## src/rtl/bpm_test_link_pkg.sv

```systemverilog
// Shared constants for the BPM test-pattern link checker:
// magic words, header field positions, status codes and receiver states.
package bpm_test_link_pkg;

  localparam logic [15:0] MAGIC_HDR = 16'hA5BE;
  localparam logic [15:0] MAGIC_X   = 16'hCAFE;
  localparam logic [15:0] MAGIC_Y   = 16'hBEEF;

  localparam int HDR_VALID_BIT = 15;
  localparam int HDR_CELL_LSB  = 10;
  localparam int HDR_RSVD_BIT  = 9;
  localparam int HDR_BPM_LSB   = 5;
  localparam int HDR_IDX_LSB   = 0;

  localparam logic [1:0] ST_OK      = 2'd0;
  localparam logic [1:0] ST_FRAMING = 2'd1;
  localparam logic [1:0] ST_CONTENT = 2'd2;
  localparam logic [1:0] ST_SHORT   = 2'd3;

  typedef enum logic [2:0] {
    RX_HEADER = 3'd0,
    RX_X      = 3'd1,
    RX_Y      = 3'd2,
    RX_S      = 3'd3,
    RX_RESYNC = 3'd4
  } rx_state_t;

  // Framing errors take priority over content errors.
  function automatic logic [1:0] session_code(
    input logic frm,
    input logic cnt
  );
    if (frm) return ST_FRAMING;
    if (cnt) return ST_CONTENT;
    return ST_OK;
  endfunction

endpackage

```

## src/rtl/read_bpm_test_link_sat_counter.sv

```systemverilog
// Saturating up-counter with a fixed step.
// Holds at all-ones once the next step would overflow.
module sat_counter #(
  parameter int unsigned WIDTH = 16,
  parameter int unsigned STEP  = 1
) (
  input  logic             i_clk,
  input  logic             i_rst_n,
  input  logic             i_inc,
  output logic [WIDTH-1:0] o_count
);
  localparam logic [WIDTH-1:0] LP_MAX  = '1;
  localparam logic [WIDTH-1:0] LP_STEP = WIDTH'(STEP);

  logic [WIDTH-1:0] r_count;
  logic [WIDTH-1:0] w_room;

  assign w_room  = LP_MAX - r_count;
  assign o_count = r_count;

  always_ff @(posedge i_clk or negedge i_rst_n) begin
    if (!i_rst_n) begin
      r_count <= '0;
    end else if (i_inc) begin
      r_count <= (w_room < LP_STEP) ? LP_MAX : r_count + LP_STEP;
    end
  end

endmodule

```

## src/rtl/read_bpm_test_link.sv

```systemverilog
// Checks the BPM test-pattern stream packet by packet, reporting per FA session.
// Define BPM_TEST_FACYCLE_CHECK_EN to also verify the FA cycle field S[30:16].
module read_bpm_test_link
  import bpm_test_link_pkg::*;
#(
  parameter int BPM_GLOBAL_INDEX    = 2,
  parameter int EXPECTED_BPM_COUNT  = 16,
  parameter int EXPECTED_CELL_INDEX = 12
) (
  input  logic        auroraUserClk,
  input  logic        auroraUserRst_n,
  input  logic        auroraFAstrobe,
  input  logic [31:0] BPM_TEST_AXI_STREAM_RX_tdata,
  input  logic        BPM_TEST_AXI_STREAM_RX_tvalid,
  input  logic        BPM_TEST_AXI_STREAM_RX_tlast,
  output logic        BPM_TEST_AXI_STREAM_RX_tready,
  output logic        TESTstatusStrobe,
  output logic [1:0]  TESTstatusCode,
  output logic [31:0] goodPacketCount,
  output logic [15:0] errorCount,
  output logic [14:0] lastFAcycle,
  output logic [2:0]  dbgRxState
);
  localparam logic [4:0] LP_CELL = 5'(EXPECTED_CELL_INDEX);
  localparam logic [3:0] LP_BPM  = 4'(BPM_GLOBAL_INDEX);
  localparam logic [4:0] LP_LAST = 5'(EXPECTED_BPM_COUNT - 1);

  rx_state_t   r_state, w_rx_nxt, w_state_nxt;
  logic [4:0]  r_idx, w_idx_nxt;
  logic        r_done, r_pkt_bad, r_sess_frm, r_sess_cnt;
  logic        r_strobe;
  logic [1:0]  r_code;
  logic [31:0] r_good;
  logic [14:0] r_fa_last;

  logic [31:0] w_d;
  logic        w_acc, w_last, w_fa;
  logic        w_hdr_ok, w_x_ok, w_y_ok, w_s_ok, w_fa_ok;
  logic        w_beat_bad, w_frm, w_pkt_end, w_bad_now;
  logic        w_count, w_final, w_short, w_err_inc;

  assign w_d    = BPM_TEST_AXI_STREAM_RX_tdata;
  assign w_last = BPM_TEST_AXI_STREAM_RX_tlast;
  assign w_fa   = auroraFAstrobe;

  assign BPM_TEST_AXI_STREAM_RX_tready = auroraUserRst_n;
  assign w_acc = BPM_TEST_AXI_STREAM_RX_tvalid
               & BPM_TEST_AXI_STREAM_RX_tready;

  assign w_hdr_ok = (w_d[31:16] == MAGIC_HDR)
                 && w_d[HDR_VALID_BIT]
                 && (w_d[HDR_CELL_LSB +: 5] == LP_CELL)
                 && !w_d[HDR_RSVD_BIT]
                 && (w_d[HDR_BPM_LSB +: 4] == LP_BPM)
                 && (w_d[HDR_IDX_LSB +: 5] == r_idx);
  assign w_x_ok = (w_d == {MAGIC_X, 11'd0, r_idx});
  assign w_y_ok = (w_d == {MAGIC_Y, 11'd0, r_idx});
  assign w_s_ok = !w_d[31]
               && (w_d[10:5] == 6'd0)
               && (w_d[4:0] == r_idx)
               && w_fa_ok;

`ifdef BPM_TEST_FACYCLE_CHECK_EN
  logic [14:0] r_fa_sess, r_fa_prev;
  logic        r_fa_have, r_fa_prev_vld;
  logic        w_s_take;

  assign w_s_take = w_acc && (r_state == RX_S) && !r_done;
  assign w_fa_ok  = r_fa_have
                  ? (w_d[30:16] == r_fa_sess)
                  : (!r_fa_prev_vld
                     || (w_d[30:16] == r_fa_prev + 15'd1));

  always_ff @(posedge auroraUserClk or negedge auroraUserRst_n) begin
    if (!auroraUserRst_n) begin
      r_fa_sess     <= '0;
      r_fa_prev     <= '0;
      r_fa_have     <= 1'b0;
      r_fa_prev_vld <= 1'b0;
    end else begin
      if (w_s_take) begin
        r_fa_sess <= w_d[30:16];
        r_fa_have <= 1'b1;
      end
      // A beat arriving with the strobe still belongs to the old session.
      if (w_fa) begin
        r_fa_have <= 1'b0;
        if (r_fa_have || w_s_take) begin
          r_fa_prev     <= w_s_take ? w_d[30:16] : r_fa_sess;
          r_fa_prev_vld <= 1'b1;
        end
      end
    end
  end
`else
  assign w_fa_ok = 1'b1;
`endif

  always_comb begin
    w_rx_nxt   = r_state;
    w_beat_bad = 1'b0;
    w_frm      = 1'b0;
    w_pkt_end  = 1'b0;
    if (w_acc) begin
      unique case (r_state)
        RX_HEADER: begin
          w_beat_bad = !w_hdr_ok;
          w_frm      = w_last;
          w_rx_nxt   = w_last ? RX_HEADER : RX_X;
        end
        RX_X: begin
          w_beat_bad = !w_x_ok;
          w_frm      = w_last;
          w_rx_nxt   = w_last ? RX_HEADER : RX_Y;
        end
        RX_Y: begin
          w_beat_bad = !w_y_ok;
          w_frm      = w_last;
          w_rx_nxt   = w_last ? RX_HEADER : RX_S;
        end
        RX_S: begin
          w_beat_bad = !w_s_ok;
          w_pkt_end  = w_last;
          w_frm      = !w_last;
          w_rx_nxt   = w_last ? RX_HEADER : RX_RESYNC;
        end
        RX_RESYNC: begin
          w_rx_nxt = w_last ? RX_HEADER : RX_RESYNC;
        end
        default: w_rx_nxt = RX_HEADER;
      endcase
    end
    w_state_nxt = w_fa ? RX_HEADER : w_rx_nxt;
  end

  assign w_bad_now = r_pkt_bad | w_beat_bad;
  assign w_count   = w_pkt_end & !r_done;
  assign w_final   = w_count & (r_idx == LP_LAST);
  assign w_idx_nxt = r_idx + {4'd0, w_count};
  assign w_short   = w_fa & !r_done & !w_final
                   & (w_idx_nxt != 5'd0);
  // Surplus packets after a finished session are errors too.
  assign w_err_inc = w_frm
                   | (w_pkt_end & (r_done | w_bad_now));

  always_ff @(posedge auroraUserClk or negedge auroraUserRst_n) begin
    if (!auroraUserRst_n) begin
      r_state <= RX_HEADER;
    end else begin
      r_state <= w_state_nxt;
    end
  end

  always_ff @(posedge auroraUserClk or negedge auroraUserRst_n) begin
    if (!auroraUserRst_n) begin
      r_idx      <= '0;
      r_done     <= 1'b0;
      r_pkt_bad  <= 1'b0;
      r_sess_frm <= 1'b0;
      r_sess_cnt <= 1'b0;
      r_strobe   <= 1'b0;
      r_code     <= ST_OK;
      r_good     <= '0;
      r_fa_last  <= '0;
    end else begin
      r_strobe <= w_final | w_short;
      if (w_final) begin
        r_code <= session_code(r_sess_frm,
                               r_sess_cnt | w_bad_now);
      end else if (w_short) begin
        r_code <= ST_SHORT;
      end
      if (w_count && !w_bad_now) begin
        r_good <= r_good + 32'd1;
      end
      if (w_acc && (r_state == RX_S)) begin
        r_fa_last <= w_d[30:16];
      end
      if (w_fa) begin
        r_idx      <= '0;
        r_done     <= 1'b0;
        r_pkt_bad  <= 1'b0;
        r_sess_frm <= 1'b0;
        r_sess_cnt <= 1'b0;
      end else begin
        r_idx      <= w_idx_nxt;
        r_done     <= r_done | w_final;
        r_sess_frm <= r_sess_frm | w_frm;
        r_sess_cnt <= r_sess_cnt | (w_count & w_bad_now);
        if (w_acc) begin
          r_pkt_bad <= w_bad_now
                    && (w_rx_nxt inside {RX_X, RX_Y, RX_S});
        end
      end
    end
  end

  sat_counter #(
    .WIDTH (16),
    .STEP  (1)
  ) u_err_cnt (
    .i_clk   (auroraUserClk),
    .i_rst_n (auroraUserRst_n),
    .i_inc   (w_err_inc),
    .o_count (errorCount)
  );

  assign TESTstatusStrobe = r_strobe;
  assign TESTstatusCode   = r_code;
  assign goodPacketCount  = r_good;
  assign lastFAcycle      = r_fa_last;
  assign dbgRxState       = r_state;

endmodule

```

## config.mk

```make
export PLATFORM = sky130hd
export DESIGN_NAME = read_bpm_test_link
export DESIGN_NICKNAME = d
export VERILOG_FILES = /design/src/rtl/bpm_test_link_pkg.sv /design/src/rtl/read_bpm_test_link_sat_counter.sv /design/src/rtl/read_bpm_test_link.sv
export SDC_FILE = /design/constraint.sdc
export NUM_CORES = 1
export LEC_CHECK = 0
export BUFFER_PORTS_ARGS = -buffer_cell sky130_fd_sc_hd__clkbuf_2
export CELL_PAD_IN_SITES_DETAIL_PLACEMENT = 1
export CELL_PAD_IN_SITES_GLOBAL_PLACEMENT = 1
export CORE_MARGIN = 5
export CORE_UTILIZATION = 30
export CTS_CLUSTER_DIAMETER = 30
export DETAILED_ROUTE_END_ITERATION = 6
export PLACE_DENSITY_LB_ADDON = 0.1
export SYNTH_ARGS = -nofsm -noshare
export SYNTH_HDL_FRONTEND = slang
export SYNTH_SLANG_ARGS = --single-unit
export TNS_END_PERCENT = 20
```

## constraint.sdc

```tcl
create_clock -name auroraUserClk -period 3.06 [get_ports auroraUserClk]
set_clock_uncertainty 0.15 [all_clocks]
set_input_delay 0.306 -clock auroraUserClk [delete_from_list [all_inputs] [get_ports auroraUserClk]]
set_output_delay 0.306 -clock auroraUserClk [all_outputs]
set_load 0.1 [all_outputs]
```

Word level (Yosys, flattened, before mapping)
Cells that the tools add are included.
W data, S select, Z words.

cells by class
  equal/unequal tests = 14
  $lt $le $gt $ge = 1
  $add $sub $neg = 4
  bitwise operators = 16
  muxes and demuxes = 31
  reductions and logical operators = 28

operator list
  cell                      number
  $eq A32 B32 Y1            2
  $add A32 B1 Y32 const B   1
  $add A16 B1 Y16 const B   1
  $eq A16 B16 Y1 const B    1
  $lt A16 B1 Y1 const B     1
  $mux W16                  1
  $mux W2                   8
  $sub A16 B16 Y16 const A  1
  $mux W1                   15
  $eq A3 B2 Y1 const B      4
  $pmux W3 S4               1
  $eq A5 B4 Y1 const B      2
  $logic_and A1 B1 Y1       10
  $logic_not A1 Y1          10
  $mux W3                   3
  $and A1 B1 Y1             8
  $or A1 B1 Y1              8
  $eq A3 B1 Y1 const B      2
  $logic_not A6 Y1          1
  $add A5 B1 Y5             1
  $eq A5 B5 Y1              1
  $mux W5                   1
  $reduce_bool A5 Y1        1
  $eq A4 B2 Y1 const B      1
  8 further kinds           9

word-level totals
  flip-flop bits (word level) = 78
  logic and storage cells = 105
  input bits = 37

Depth between registers and ports, before layout
Gate-level depths: netlist of the first run.

  depth after elaboration = 17
  gate-level depth with buffers = 13
  depth with buffers taken out = 11

Cells and area by module
Synthesis of the first run repeated with hierarchy kept, for this count alone.

unflattened totals
  cell total of the unflattened synthesis = 380
  area total of the unflattened synthesis = 4068.9 um^2

modules (own cells, without submodules)
  module              times used  cells an instance  sequential area each (um^2)  area an instance (um^2)
  read_bpm_test_link  1           299                1551.5                       3215.6
  sat_counter         1           81                 400.4                        853.3

Least setup slack after synthesis of the first run
OpenSTA, ideal clock, no wires.

  kind = register to register
  start point = register r_state[1] (netlist: dbgRxState[1])
  end point = register r_code[1] (netlist: TESTstatusCode[1])
  library setup time = 0.073 ns
  stages on the path, launching flop included = 14
  required time = 2.837 ns
  buffers on the path = 2
  clock period less this slack = 3.264 ns
  arrival time = 3.041 ns
  slack = -0.204 ns
  cell sequence = dfrtp_1 -> buf_4 -> nand4b_1 -> or3_1 -> clkbuf_1 -> inv_1 -> ha_1 -> ha_1 -> nor3_1 -> a31oi_1 -> nor4b_1 -> o21ai_0 -> o22ai_1 -> nor2_1

between the ends
  cells in the longest elaborated chain, start to end = 11
  elaborated cells on any way between the ends = 25
  classes of those cells = add/sub (1); eq/ne (3); mux (11); bitwise (6); reduce/logical (4)

RTL lines
  element                               RTL line                   RTL
  start: declaration                    read_bpm_test_link.sv:28   rx_state_t r_state, w_rx_nxt, w_state_nxt;
  start signal: assignment              read_bpm_test_link.sv:150  r_state <= w_state_nxt;
  $eq A3 B2 Y1 (tied with other cells)  read_bpm_test_link.sv:105  unique case (r_state)
  $pmux W1 S4                           read_bpm_test_link.sv:105
  $mux W1                               read_bpm_test_link.sv:104  if (w_acc) begin
  $or A1 B1 Y1                          read_bpm_test_link.sv:136  assign w_bad_now = r_pkt_bad | w_beat_bad;
  $or A1 B1 Y1                          read_bpm_test_link.sv:169  r_sess_cnt | w_bad_now);
  $mux W1 (2 in a row)                  bpm_test_link_pkg.sv:34    if (cnt) return ST_CONTENT;
  $mux W1                               read_bpm_test_link.sv:167  if (w_final) begin
  $mux W2                               bpm_test_link_pkg.sv:35    return ST_OK;
  $mux W2                               bpm_test_link_pkg.sv:34
  $mux W2                               read_bpm_test_link.sv:167
  end signal: assignment                read_bpm_test_link.sv:168  r_code <= session_code(r_sess_frm,
  end: declaration                      read_bpm_test_link.sv:32   logic [1:0] r_code;

Parallel ways exist; a longest one is shown, timed or not. The select of a mux whose other input is x is not followed.
A chain may end at the register's enable or synchronous reset.

Worst setup path in the final report of the first run
  start point = input port auroraUserRst_n
  end point = register r_code[1] (netlist: TESTstatusCode[1])

between the ends
  cells in the longest elaborated chain, start to end = 10
  elaborated cells on any way between the ends = 20
  classes of those cells = add/sub (1); mux (9); bitwise (7); reduce/logical (3)

RTL lines
  element                                                RTL line                  RTL
  start: declaration                                     read_bpm_test_link.sv:11  input logic auroraUserRst_n,
  $and A1 B1 Y1 (*)                                      read_bpm_test_link.sv:48  & BPM_TEST_AXI_STREAM_RX_tready;
  branches (longest 9 deep; another with $add A5 B1 Y5)  n/a

Mark *: on every way between the ends. The select of a mux whose other input is x is not followed.

==> results of run 1 <==
[per-layer routing]
layer | wire length, µm | GRT usage [%] | up-vias
met5 | 0 | 0 | -
met2 | 5202 | 23.31 | 72
met4 | 108 | 3.740 | 0
li1 | - | - | 1589
met1 | 5054 | 19.09 | 1620
met3 | 576 | 5.103 | 5
[cell usage after synthesis (all sizes together) (10+ instances only)]
cell	count
dfrtp	78
nand2	25
xor2	24
nor3	22
mux2	21
nor2	21
nand3	20
xnor2	17
a21oi	16
nand4	16
a31oi	15
nor4	11
and3	10
[cell type report]
type	instances	share of cell area [%]
sequential	78	39.00
multi-input combinational	274	37.40
timing repair buffer	117	12.33
clock buffer	12	4.915
tap	172	4.291
clock inverter	4	1.397
inverter	9	0.6737
[per-stage QoR]
step | setup slack [ns] | hold WS (ns) | instance area (µm²) | power [mW] | utilization [%]
2_1_floorplan | 0.1007 | -0.1396 | 3948 | 1.505 | -
3_3_place_gp | 0.4446 | 0.2396 | 4688 | 1.633 | 36.70
3_5_place_dp | 0.3764 | 0.2439 | 4688 | 1.638 | 36.70
4_1_cts | 0.2801 | 0.04753 | 5015 | 2.820 | 39.26
5_1_grt | 0.05739 | 0.05622 | 5015 | 2.900 | 39.26
6_report | 0.2730 | 0.06574 | 5015 | 2.764 | 39.26
[power breakdown]
part	internal, mW	total [mW]	switching [mW]
registers	1.07	1.12	0.0482
clock network	0.734	1.15	0.415
logic	0.105	0.497	0.393
total	1.91	2.76	0.856
[sequential cells by signal (all words and copies together) (netlist names)]
| name | flops |
|---|---|
| lastFAcycle | 15 |
| r_sess_frm | 1 |
| r_pkt_bad | 1 |
| TESTstatusStrobe | 1 |
| r_sess_cnt | 1 |
| goodPacketCount | 32 |
| r_idx | 5 |
| TESTstatusCode | 2 |
| r_done | 1 |
| dbgRxState | 3 |
| u_err_cnt.o_count | 16 |
[path summary, 6_finish.rpt]
path	start	endpoint	slack, ns	cells past startpoint
setup / recovery	auroraUserRst_n	TESTstatusCode[1]$_DFFE_PN0P_	0.27	13
setup reg to reg	r_done$_DFF_PN0_	TESTstatusCode[1]$_DFFE_PN0P_	0.43	11
max in group asynchronous	auroraUserRst_n	goodPacketCount[24]$_DFFE_PN0P_	1.35	4
hold / removal	BPM_TEST_AXI_STREAM_RX_tdata[21]	lastFAcycle[5]$_DFFE_PN0P_	0.07	2
hold reg to reg	goodPacketCount[31]$_DFFE_PN0P_	goodPacketCount[31]$_DFFE_PN0P_	0.32	1
min in group asynchronous	auroraUserRst_n	u_err_cnt.o_count[12]$_DFFE_PN0P_	0.41	3
[kinds of logic (layout without fill, tap and decap cells)]
kind of cell,count (synthesis),after routing,share of synthesized area (%)
compound gates,42,42,6.758
xor+xnor,41,41,9.296
fa+ha+maj,4,4,1.269
buf+inv,25,142,2.950
flops,78,78,49.49
mux,22,22,6.250
simple gates,165,165,23.98
[repair_timing]
| item | 4_1_cts | 5_1_grt |
|---|---|---|
| buffers inserted | 0 | 0 |
| endpoints found under the hold margin | 28 | 0 |
| hold buffers | 1 | 0 |
[placed cells by master, fill, tap and decap left out, drive strengths merged, types with 3 or more instances in the layout]
cell,Yosys,final
a21oi,16,16
a31oi,15,15
and2,5,5
and3,10,10
and4,5,5
buf,8,11
clkbuf,8,117
dfrtp,78,78
ha,4,4
inv,9,9
mux2,21,21
nand2,25,25
nand3,20,20
nand4,16,16
nor2,21,21
nor2b,4,4
nor3,22,22
nor3b,3,3
nor4,11,11
nor4b,4,4
nor4bb,5,5
o21ai,5,5
or3,7,7
xnor2,17,17
xor2,24,24
==> results_dict.tcl, run 1 <==
set metrics [dict create \
    floorplan.rows 41 \
    post-route-min-period_ns 2.787 \
    ant_nets 0 \
    synth.distinct_cells 44 \
    worst_slew_pin_slew_ns 0.7747 \
    drc_errors 0 \
    initial_antenna_violation_count 0 \
    antenna_cells_inserted 0 \
    syn_area_um2 3944 \
    critical-path-top-delay-family "buffers and inverters" \
    totalWireLength_um 10940 \
    die_area_um2 15540 \
    area_growth_pct 27.16 \
    timing.slew.headroom_pct 48.21 \
    crit_path_max_incr_delay_ns 0.53 \
    critical_path_peak_fanout 6 \
    io_count 107 \
    grt_util_all_layers_pct 14.66 \
    vdd_ir_drop_max_mv 0.3944 \
    critPathSlowestCell "sky130_fd_sc_hd__dlygate4sd3_1" \
    hold_path.class "input port to register" \
    grt_pass1_wl_um 18630 \
    final.period_utilization_pct 91.08 \
    multi_input_comb_area_um2 1876 \
    finalSetupViolCount 0 \
    arrival_ns 2.90 \
    hold_violations 0 \
    synth_seq_cells 78 \
    crit_path_cell_trace "dlygate4sd3_1, buf_4, nand2_1, or3_1, inv_1, ha_1, ha_1, nor3_1, a31oi_1, nor4b_1, o21ai_0, o22ai_1, nor2_1" \
    design.core.area_um2 12770 \
    grt_setup_unrepaired "no" \
    worst_setup_hold_path_clk_slew_ns 0.06 \
    nets 530 \
    detailedRoute.firstIterationViolations 213 \
    critical_path_buffer_and_inverter_count 3 \
    ys_top_cells_by_area "sky130_fd_sc_hd__dfrtp_1 49%, sky130_fd_sc_hd__mux2_2 6.0%, sky130_fd_sc_hd__xor2_1 5.3%" \
    post-synth-top-area-cell "sky130_fd_sc_hd__dfrtp_1" \
    slew_violations 0 \
    via_count_of_the_first_global_routing_pass 3573 \
    detailed_place_hpwl_um 8247 \
    final_cell_count_no_fill 666 \
    post_synth_edffs 0 \
    average_footprint_of_a_synthesized_cell_um2 10.46 \
    tritoncts "done" \
    yosysSeqAreaShare_pct 49.49 \
    h-tree-depth 3 \
    placement.io_buffers 106 \
    run_status "complete, no violations" \
    cts_resized 0 \
    power.leakage_nw 2.510 \
    critPathLaunchType "input port" \
    setup.worst_path.end_class "register" \
    max_cap_viol_count 0 \
    globalRouteOverflowTotal 0 \
    syn-num-nets 418 \
    dpl.cell_count 649 \
    nFillCells 1455 \
    vias 3286 \
    dr.pass1.iters 4 \
    grt_max_degree 51 \
    syn_inst 377 \
    routed_wire_length_per_instance_um 16.43 \
    clk_path_buf_depth 2 \
    path_common_cell "sky130_fd_sc_hd__ha_1" \
    netlist.area_leader.share_pct 49.49 \
    clk_latency_ns 0.34 \
    gp_routability_congestion 0.7722 \
    floorplan.die.width_um 124.7 \
    post_route_cells_drive_above_1_share_pct 32.59 \
    numCtsBuffers 9 \
    die_h_um 124.7 \
    max_clock_freq_mhz 358.8 \
    yosys_most_used_dff "sky130_fd_sc_hd__dfrtp_1" \
    layout.area.seq_um2 1956 \
    clock_sinks 78 \
    cts_root_buf "sky130_fd_sc_hd__clkbuf_16" \
    critical_path_class "input port to register" \
    worst-endpoint-required_ns 3.18 \
    start_util_pct 30.87 \
    yosys_warnings 0 \
    p_per_area_nw_per_um2 551.1 \
    timing.setup.tns_ns 0 \
    async_reset_ff_share_pct 100.0 \
    vias_per_cell 4.934 \
]
No activity file was read; power rests on OpenSTA's default activity.
==> inputs of run 2 (changes only) <==
CORE_UTILIZATION = 40   (was 30)
==> run 2 against run 1 <==
- die area decreased by 23%
- combinational power hardly changed
- via count up 1.3%
- hold slack got worse by 0.019 ns
- clock-buffer cell count shrank 3
- non-clock buffer count is 2 lower
- clock power is 24% lower
- register-to-register slack barely moved
- sequential power hardly changed
- largest power group is now sequential cells
- highest routed layer unchanged
==> results_dict.tcl, run 2 (synthesized netlist as in run 1, its figures left out) <==
set metrics [dict create \
    io_count 107 \
    critical_path_peak_fanout 48 \
    totalWireLength_um 10700 \
    worst_setup_hold_path_clk_slew_ns 0.08 \
    die_h_um 109.3 \
    tritoncts "done" \
    globalRouteOverflowTotal 0 \
    critical_path_class "input port to register" \
    grt_max_degree 49 \
    design.core.area_um2 9684 \
    cts_root_buf "sky130_fd_sc_hd__clkbuf_8" \
    nets 528 \
    antenna_cells_inserted 0 \
    fin_area_um2 4857 \
    nFillCells 1145 \
    dr.pass1.iters 4 \
    ant_nets 0 \
    finalWorstSetupSlack_ns 0.3163 \
    timing.slew.headroom_pct 43.44 \
    setup.worst_path.end_class "register" \
    hold_path.class "input port to register" \
    drc_errors 0 \
    final.period_utilization_pct 89.66 \
    final_cell_count_no_fill 625 \
    vdd_ir_drop_max_mv 0.3774 \
    vias 3328 \
    cts_resized 0 \
    max_cap_viol_count 0 \
    largest_register_ffs 32 \
    slew_violations 0 \
    placement.io_buffers 106 \
    report.power.total_mw 2.489 \
    area_growth_pct 23.16 \
    top_library_cells_by_usage_in_the_layout_fill_and_taps_aside "105 x sky130_fd_sc_hd__clkbuf_2, 75 x sky130_fd_sc_hd__dfrtp_1, 25 x sky130_fd_sc_hd__nand2_1, 24 x sky130_fd_sc_hd__xor2_1, 22 x sky130_fd_sc_hd__nor3_1" \
    floorplan.rows 36 \
    detailed_place_hpwl_um 7896 \
    via_count_of_the_first_global_routing_pass 3585 \
    die_area_um2 11950 \
    clock_sinks 78 \
    vias_per_cell 5.325 \
    grt_pass1_wl_um 17930 \
    max_clock_freq_mhz 364.5 \
    grt_util_all_layers_pct 19.14 \
    post_dp_cell_area_um2 4624 \
    layout.cells.most_common "sky130_fd_sc_hd__clkbuf_2" \
    numCtsBuffers 9 \
    run_status "complete, no violations" \
    initial_antenna_violation_count 0 \
    power.leakage_nw 2.452 \
    post_route_cells_drive_above_1_share_pct 32.72 \
    post-cts-setup-buffer-count 0 \
    detailedRoute.firstIterationViolations 64 \
    worst_slew_pin_slew_ns 0.8447 \
    setup.reg_to_reg.worst_slack_ns 0.44 \
    finalSetupViolCount 0 \
    dpl.cell_count 608 \
    clk_path_buf_depth 2 \
    postLayoutCoreUtil_pct 50.16 \
    critPathLaunchType "input port" \
    gp_routability_congestion 0.7746 \
    grt_setup_unrepaired "no" \
    fin_worst_hold_slack_ns 0.04685 \
    hold_violations 0 \
    post-place-ws_ns 0.4517 \
    clk_latency_ns 0.36 \
    floorplan.die.width_um 109.3 \
    arrival_ns 2.83 \
    worst-endpoint-required_ns 3.15 \
    timing.setup.tns_ns 0 \
    post-route-min-period_ns 2.744 \
    start_util_pct 40.72 \
    h-tree-depth 3 \
    p_per_area_nw_per_um2 512.5 \
    routed_wire_length_per_instance_um 17.12 \
]
## run 2: cell count changes in the layout (fill, tap and decap cells not counted), sizes merged
cell / previous run / this run
clkinvlp: 0 / 1
buf: 11 / 9
clkbuf: 117 / 114
clkinv: 2 / 4
## run 2: cell type report
class | count | area (µm²) | share of cell area [%]
repair buffers | 115 | 603.1 | 12.42
inverters | 9 | 33.78 | 0.6955
clock buffers | 9 | 123.9 | 2.550
flip-flops and latches | 78 | 1956 | 40.26
multi-input cells | 274 | 1876 | 38.61
clock inverters | 7 | 98.84 | 2.035
well taps | 133 | 166.4 | 3.426
## run 2: routing by layer
metal / vias to the layer above / wire [µm] / global-route usage (%)
met5: - / 0 / 0
met1: 1656 / 4756 / 24.83
li1: 1582 / - / -
met2: 75 / 5302 / 32.72
met3: 15 / 462 / 2.642
met4: 0 / 180 / 6.946
## run 2: power breakdown
| group | total (mW) | switching, mW | internal [mW] |
|---|---|---|---|
| registers | 1.12 | 0.0520 | 1.07 |
| logic | 0.496 | 0.393 | 0.104 |
| clock network | 0.874 | 0.412 | 0.462 |
| total | 2.49 | 0.857 | 1.63 |
## run 2: worst max-delay path, cell delays in order
cell                            delay (ns)
sky130_fd_sc_hd__dlygate4sd3_1        0.53
sky130_fd_sc_hd__buf_4                0.12
sky130_fd_sc_hd__buf_4                0.50
sky130_fd_sc_hd__and3_1               0.30
sky130_fd_sc_hd__nand3_1              0.56
sky130_fd_sc_hd__mux2_2               0.51
## run 2: final timing paths
kind / startpoint / end / depth (start not counted)
worst min register to register: goodPacketCount[31]$_DFFE_PN0P_ / goodPacketCount[31]$_DFFE_PN0P_ / 1
worst min-delay path: BPM_TEST_AXI_STREAM_RX_tdata[18] / lastFAcycle[2]$_DFFE_PN0P_ / 2
max in group asynchronous: auroraUserRst_n / dbgRxState[1]$_DFF_PN0_ / 4
worst max-delay path: auroraUserRst_n / lastFAcycle[3]$_DFFE_PN0P_ / 6
worst max register to register: r_idx[2]$_DFF_PN0_ / goodPacketCount[11]$_DFFE_PN0P_ / 7
min in group asynchronous: auroraUserRst_n / lastFAcycle[11]$_DFFE_PN0P_ / 3
## run 2: repair_timing
action | in CTS | in global routing
endpoints found under the hold margin | 45 | 0
endpoints found under the setup margin | 0 | 0
hold buffers | 1 | 0
==> inputs of run 3 (changes only) <==
CTS_CLUSTER_SIZE = 10   (was unset)
REMOVE_ABC_BUFFERS = 1   (was unset)
==> run 3 against run 2 <==
- sequential share of layout area is 0.19 points higher
- largest cell class unchanged
- register-to-register slack better by 0.06 ns
- non-clock buffer count is 1 higher
- worst setup slack better by 0.18 ns
- hold slack better by 0.0058 ns
- critical path depth stayed put
- fmax is 7.1% higher
- wire length is 4.2% lower
==> results_dict.tcl, run 3 (synthesized netlist as in run 1, its figures left out) <==
set metrics [dict create \
    post-cts-setup-buffer-count 0 \
    critical_path_class "register to register" \
    post_dp_cell_area_um2 4636 \
    hold_path.class "input port to register" \
    fin_worst_hold_slack_ns 0.05268 \
    routed_wire_length_per_instance_um 16.40 \
    via_count_of_the_first_global_routing_pass 3467 \
    grt_setup_unrepaired "no" \
    io_count 107 \
    dpl.cell_count 610 \
    setup.worst_path.end_class "register" \
    detailedRoute.firstIterationViolations 126 \
    grt_pass1_wl_um 16820 \
    worst-endpoint-required_ns 3.14 \
    placement.io_buffers 106 \
    post_route_cells_drive_above_1_share_pct 32.11 \
    antenna_cells_inserted 0 \
    final_cell_count_no_fill 625 \
    critical_path_peak_fanout 10 \
    critical-path-top-delay-family "simple AND/OR/NAND/NOR gates" \
    slew_violations 0 \
    critPathLaunchType "register" \
    vdd_ir_drop_max_mv 0.5120 \
    grt_max_degree 80 \
    timing.setup.tns_ns 0 \
    globalRouteOverflowTotal 0 \
    worst_setup_hold_path_clk_slew_ns 0.08 \
    totalWireLength_um 10250 \
    hold_violations 0 \
    layout.cells.most_common "sky130_fd_sc_hd__clkbuf_2" \
    numCtsBuffers 9 \
    timing.slew.headroom_pct 33.10 \
    die_area_um2 11950 \
    worst_slew_pin_slew_ns 1.003 \
    finalSetupViolCount 0 \
    post-place-ws_ns 0.4441 \
    finalWorstSetupSlack_ns 0.4972 \
    nets 529 \
    report.power.total_mw 2.382 \
    critPathSlowestCell "sky130_fd_sc_hd__or4b_1" \
    clk_path_buf_depth 2 \
    top_library_cells_by_usage_in_the_layout_fill_and_taps_aside "105 x sky130_fd_sc_hd__clkbuf_2, 78 x sky130_fd_sc_hd__dfrtp_1, 25 x sky130_fd_sc_hd__nand2_1, 24 x sky130_fd_sc_hd__xor2_1, 22 x sky130_fd_sc_hd__nor3_1" \
    detailed_place_hpwl_um 7666 \
    vias_per_cell 5.318 \
    max_clock_freq_mhz 390.2 \
    fin_area_um2 4825 \
    drc_errors 0 \
    gp_routability_congestion 0.7699 \
    cts_resized 0 \
    h-tree-depth 3 \
    tritoncts "done" \
    vias 3324 \
    clk_latency_ns 0.35 \
    nFillCells 1134 \
    dr.pass1.iters 4 \
    initial_antenna_violation_count 0 \
    final.period_utilization_pct 83.75 \
    crit_path_max_incr_delay_ns 0.57 \
    clock_sinks 78 \
    cts_root_buf "sky130_fd_sc_hd__clkbuf_8" \
    area_growth_pct 22.34 \
    design.core.area_um2 9684 \
    postLayoutCoreUtil_pct 49.82 \
    power.leakage_nw 2.449 \
    die_h_um 109.3 \
    floorplan.rows 36 \
    grt_util_all_layers_pct 17.83 \
    run_status "complete, no violations" \
    arrival_ns 2.65 \
    crit_path_cell_trace "xnor2_2, nand4_2, nor4_4, nor2_1, or4b_1, xnor2_1" \
    critical_path_buffer_and_inverter_count 0 \
    ant_nets 0 \
    cts-hold-fix-buffers 0 \
    post-route-min-period_ns 2.563 \
    largest_register_ffs 32 \
    start_util_pct 40.72 \
    p_per_area_nw_per_um2 493.7 \
    max_cap_viol_count 0 \
    floorplan.die.width_um 109.3 \
]
==> run 3: changes by cell type in the layout (fill, tap and decap cells not counted), sizes merged <==
cell,delta
buf,+2
clkbuf,+2
clkinv,-2
bufinv,-1
dlygate4sd3,-1
==> run 3: cell type report <==
| class | count | area, µm² | area share [%] |
|---|---|---|---|
| Tap cell | 133 | 166.4 | 3.449 |
| Clock inverter | 4 | 47.55 | 0.9855 |
| Timing Repair Buffer | 116 | 608.1 | 12.60 |
| Clock buffer | 11 | 141.4 | 2.931 |
| Multi-Input combinational cell | 274 | 1876 | 38.87 |
| Sequential cell | 78 | 1952 | 40.46 |
| Inverter | 9 | 33.78 | 0.7002 |
==> run 3: power breakdown <==
part	total (mW)	internal, mW	switching (mW)
Clock	0.768	0.392	0.375
Combinational	0.498	0.103	0.395
Sequential	1.12	1.07	0.0491
Total	2.38	1.56	0.819
==> run 3: path summary, 6_finish.rpt <==
kind / startpoint / endpoint / slack [ns] / depth (start not counted)
worst min register to register: goodPacketCount[31]$_DFFE_PN0P_ / goodPacketCount[31]$_DFFE_PN0P_ / 0.34 / 1
worst min-delay path: BPM_TEST_AXI_STREAM_RX_tdata[21] / lastFAcycle[5]$_DFFE_PN0P_ / 0.05 / 2
min in group asynchronous: auroraUserRst_n / lastFAcycle[1]$_DFFE_PN0P_ / 0.09 / 2
worst max-delay path: r_idx[2]$_DFF_PN0_ / goodPacketCount[18]$_DFFE_PN0P_ / 0.50 / 6
worst max register to register: r_idx[2]$_DFF_PN0_ / goodPacketCount[18]$_DFFE_PN0P_ / 0.50 / 6
max in group asynchronous: auroraUserRst_n / goodPacketCount[21]$_DFFE_PN0P_ / 2.02 / 2
==> run 3: metal layers <==
layer  global-route usage (%)  routed length (µm)  up-vias
met3                    3.758                 512       10
met1                    22.38                4625     1654
li1                         -                   -     1583
met2                    30.75                4986       77
met5                        0                   0        -
met4                    5.699                 127        0
